File: src/rtl/controller.sv
// Switch-selectable 16-LED chaser: a one-hot pattern rotates once per mode_clock period,
// where mode_clock is a 50%-duty divide of CLOCK chosen by SW (0 = stopped).
module controller #(
   parameter int unsigned DIV1 = 1000,
   parameter int unsigned DIV2 = 500,
   parameter int unsigned DIV3 = 200
) (
   input  logic        CLOCK,
   input  logic        RESET_N,
   input  logic [1:0]  SW,
   output logic [15:0] LD,
   output logic        mode_clock
);

   localparam int unsigned DIV_MAX = (DIV1 > DIV2) ? ((DIV1 > DIV3) ? DIV1 : DIV3)
                                                   : ((DIV2 > DIV3) ? DIV2 : DIV3);
   localparam int unsigned CW = $clog2(DIV_MAX);

   localparam logic [1:0] MODE_STOP = 2'd0;
   localparam logic [1:0] MODE_DIV1 = 2'd1;
   localparam logic [1:0] MODE_DIV2 = 2'd2;
   localparam logic [1:0] MODE_DIV3 = 2'd3;

   localparam logic [CW-1:0] END1  = CW'(DIV1 - 1);
   localparam logic [CW-1:0] END2  = CW'(DIV2 - 1);
   localparam logic [CW-1:0] END3  = CW'(DIV3 - 1);
   localparam logic [CW-1:0] HALF1 = CW'(DIV1 / 2 - 1);
   localparam logic [CW-1:0] HALF2 = CW'(DIV2 / 2 - 1);
   localparam logic [CW-1:0] HALF3 = CW'(DIV3 / 2 - 1);

   logic [1:0]    r_sw_q;
   logic [CW-1:0] r_cnt;
   logic [15:0]   r_pattern;
   logic          r_mode_clk;

   logic [CW-1:0] w_end;
   logic [CW-1:0] w_half;

   always_comb begin
      w_end  = '0;
      w_half = '0;
      case (r_sw_q)
         MODE_DIV1: begin w_end = END1; w_half = HALF1; end
         MODE_DIV2: begin w_end = END2; w_half = HALF2; end
         MODE_DIV3: begin w_end = END3; w_half = HALF3; end
         default:   begin w_end = '0;   w_half = '0;    end
      endcase
   end

   always_ff @(posedge CLOCK or negedge RESET_N) begin
      if (!RESET_N) begin
         r_sw_q     <= MODE_STOP;
         r_cnt      <= '0;
         r_mode_clk <= 1'b0;
         r_pattern  <= 16'h0001;
      end else begin
         r_sw_q <= SW;
         // A switch change restarts the divider; the LED position survives unless stopping.
         if (SW != r_sw_q) begin
            r_cnt      <= '0;
            r_mode_clk <= 1'b0;
            if (SW == MODE_STOP)
               r_pattern <= 16'h0001;
         end else if (r_sw_q == MODE_STOP) begin
            r_cnt      <= '0;
            r_mode_clk <= 1'b0;
            r_pattern  <= 16'h0001;
         end else if (r_cnt == w_end) begin
            r_cnt      <= '0;
            r_mode_clk <= 1'b1;
            r_pattern  <= {r_pattern[14:0], r_pattern[15]};
         end else begin
            r_cnt <= r_cnt + 1'b1;
            if (r_cnt == w_half)
               r_mode_clk <= 1'b0;
         end
      end
   end

   assign LD         = (r_sw_q == MODE_STOP) ? 16'h0000 : r_pattern;
   assign mode_clock = r_mode_clk;

endmodule

File: config.mk
export PLATFORM = sky130hd
export DESIGN_NAME = controller
export DESIGN_NICKNAME = d
export VERILOG_FILES = /design/src/rtl/controller.sv
export SDC_FILE = /design/constraint.sdc
export NUM_CORES = 1
export LEC_CHECK = 0
export CORE_MARGIN = 2
export CORE_UTILIZATION = 61
export DETAILED_ROUTE_END_ITERATION = 10
export DONT_BUFFER_PORTS = 1
export PLACE_DENSITY = 0.86
export SLEW_MARGIN = 20
export SYNTH_ARGS = -nofsm -noshare
export SYNTH_HDL_FRONTEND = slang
export SYNTH_SLANG_ARGS = --single-unit
File: constraint.sdc
create_clock -name CLOCK -period 2.6 [get_ports CLOCK]
set_input_delay 0.52 -clock CLOCK [delete_from_list [all_inputs] [get_ports CLOCK]]
set_output_delay 0.52 -clock CLOCK [all_outputs]
set_load 0.02 [all_outputs]
==> flow_summary.yaml <==
clocking:
  cts_hold_buf: 2
  cts_tree: "built"
  htreeDepth: 2
  numCtsBuffers: 5
  insertion_delay_ns: 0.33
  postCtsSetupRepairBufs: 0
  cts.clk_slew.worst_paths_ns: 0.09
  cts_resized: 0
  clock_path_buffers: 2
  root_buffer: "clkbuf_4"
  cts.sinks: 29
die:
  coreArea_um2: 2280
  ios: 21
  start_util: 0.659
  die_h_um: 53.6
  dieArea_um2: 2870
  rows: 17
  die_x_um: 53.6
sta:
  finalClockSkew_ns: 0.00699
  setup_viol: 0
  period_share: 0.904
  worst_slack_ns: 0.250
  slew_headroom: 0.596
  fmax_mhz: 426
  min_period_ns: 2.35
  maxSlewViolCount: 0
  worst_slew_pin_slew_ns: 0.605
  finalHoldViolations: 0
  worst_hold_slack_ns: 0.203
  tns_ns: 0
  grt_setup_unrepaired: "no"
critical_path:
  worstSetupPathType: "reg -> reg"
  r2r_start: "r_sw_q[1]$_DFF_PN0_"
  r2r_cells: 7
  critPathArrivalTime_ns: 2.56
  setup.worst_path.start: "r_sw_q[1]$_DFF_PN0_"
  cp-endpoint: "r_cnt[8]$_DFF_PN0_"
  cp-end-kind: "flop"
  startpoint_type: "flop"
  crit_required_ns: 2.81
  r2r_slack_ns: 0.25
  cp_max_fo: 10
  worst_r2r_endpoint: "r_cnt[8]$_DFF_PN0_"
global_route:
  grt_max_degree: 29
  grt_pass1_wl_mm: 4.93
  grtUsageTotal: 0.250
  grt_pass1_vias: 1098
  antenna_found_initial: 0
  grt_overflow_total: 0
yosys:
  synth_top_area_frac: 0.467
  post-synth-top-count-cell: "dfrtp_1"
  synth-warning-count: 0
  synth_cells: 139
  ys_seq_area_frac: 0.485
  synth-edff-count: 0
  async_flop_share: 1.00
  syn-num-nets: 149
  yosysTopAreaCell: "dfrtp_1"
  synthTopCellsByCount: "dfrtp_1, a22o_1, nor2b_1"
  syn_area_per_cell_um2: 10.8
  synth.ff_latch_count: 29
  synth_cell_types: 31
  synth-main-ff-cell: "dfrtp_1"
  synth.area.top_cells: "dfrtp_1, a22o_1, nor2b_1, xor2_1, ha_1"
  syn-cell-area_um2: 1500
routing:
  dr_total_vias: 1096
  dr.pass1.iters: 4
  drt_iter0_drc: 39
  route.detailed.drc: 0
  drt_wl_total_mm: 2.97
  wl_per_cell_um: 16.9
  via_per_inst: 6.26
  drtAntennaViolNets: 0
placement:
  dpl.cell_count: 164
  dp_worst_setup_slack_ns: 0.302
  portBuffers: 0
  hpwl_mm: 2.02
  placed_area_um2: 1510
  gp_congestion: 0.898
finish:
  final_cells: 175
  area_delta_synth_final_pct: 6.84
  final_area_um2: 1600
  drive_gt1_frac: 0.0884
  num-nets-final: 156
  antenna_cells: 0
  fillers: 172
run:
  maxCapViolCount: 0
power_and_ir_drop:
  leakage_nw: 0.764
  vdd_drop_max_uv: 376
  power_density_nw_per_um2: 501
min_path:
  hold_path_class: "in -> reg"
  min_from: "SW[1]"
status:
  outcome: "completed"
## where the power goes
group / switching (mW) / leakage (nW) / internal [mW]
clock network: 0.158 / 0.0320 / 0.103
registers: 0.00816 / 0.396 / 0.456
logic: 0.0509 / 0.336 / 0.0264
total: 0.217 / 0.764 / 0.585
## worst max-delay path, cell delays in order, from the launching register on
cell	delay, ns
dfrtp_1	0.45
inv_1	0.15
ha_1	0.28
or4b_1	0.45
o22ai_1	0.18
nand4_1	0.22
nand2b_1	0.38
nor2_1	0.11
## per-stage QoR
step / power, mW / utilization
2_1_floorplan: 0.525 / -
3_3_place_gp: 0.531 / 0.664
3_5_place_dp: 0.535 / 0.664
4_1_cts: 0.804 / 0.700
5_1_grt: 0.836 / 0.704
6_report: 0.802 / 0.704
## layer usage
metal  track usage  wire length, um  up-vias
met3        0.0889              206        7
met5             0                0        -
li1              -                -      502
met2         0.401             1420       49
met1         0.300             1280      538
met4         0.115               57        0
## cell type report
type / instances / area [um^2] / share of cell area
clock buffers: 6 / 41.3 / 0.0258
clock inverters: 2 / 10.0 / 0.00625
inverters: 4 / 15.0 / 0.00937
multi-input cells: 102 / 727 / 0.454
flip-flops and latches: 29 / 727 / 0.454
well taps: 28 / 35.0 / 0.0219
repair buffers: 4 / 47.5 / 0.0297
## worst min-delay path by stage
stage	cells past startpoint	slack (ns)	endpoint
final	0	0.20	r_sw_q[1]$_DFF_PN0_
after detailed placement	0	0.23	r_cnt[7]$_DFF_PN0_
after global routing	0	0.19	r_sw_q[1]$_DFF_PN0_
after floorplan	0	0.22	mode_clock$_DFFE_PN0P_
after CTS	0	0.008	r_pattern[0]$_DFFE_PN1P_
after global placement	0	0.23	r_sw_q[0]$_DFF_PN0_
## layout by cell type (no fill, tap or decap), drive strengths merged, types with 4 or more instances in the layout
cell type,synthesis,routed
dfrtp,28,28
nor2b,15,15
a22o,15,15
nor2,13,13
xor2,10,10
xnor2,7,7
ha,6,6
clkbuf,1,6
inv,4,4
nand3,4,4
o21ai,4,4
## cell families after synthesis
| kind of cell | after synthesis | share of synthesized area |
|---|---|---|
| AOI/OAI and AO/OA | 25 | 0.129 |
| buffers and inverters | 8 | 0.0308 |
| and+or+nand+nor | 54 | 0.206 |
| xor gates and xnor gates | 17 | 0.0992 |
| DFF | 29 | 0.485 |
| adders and majority gates | 6 | 0.0500 |
## sequential cells by signal (all words and copies together), names as in the netlist
name        flops
mode_clock      1
r_cnt          10
r_pattern      16
r_sw_q          2
No activity file was read; power rests on OpenSTA's default activity.
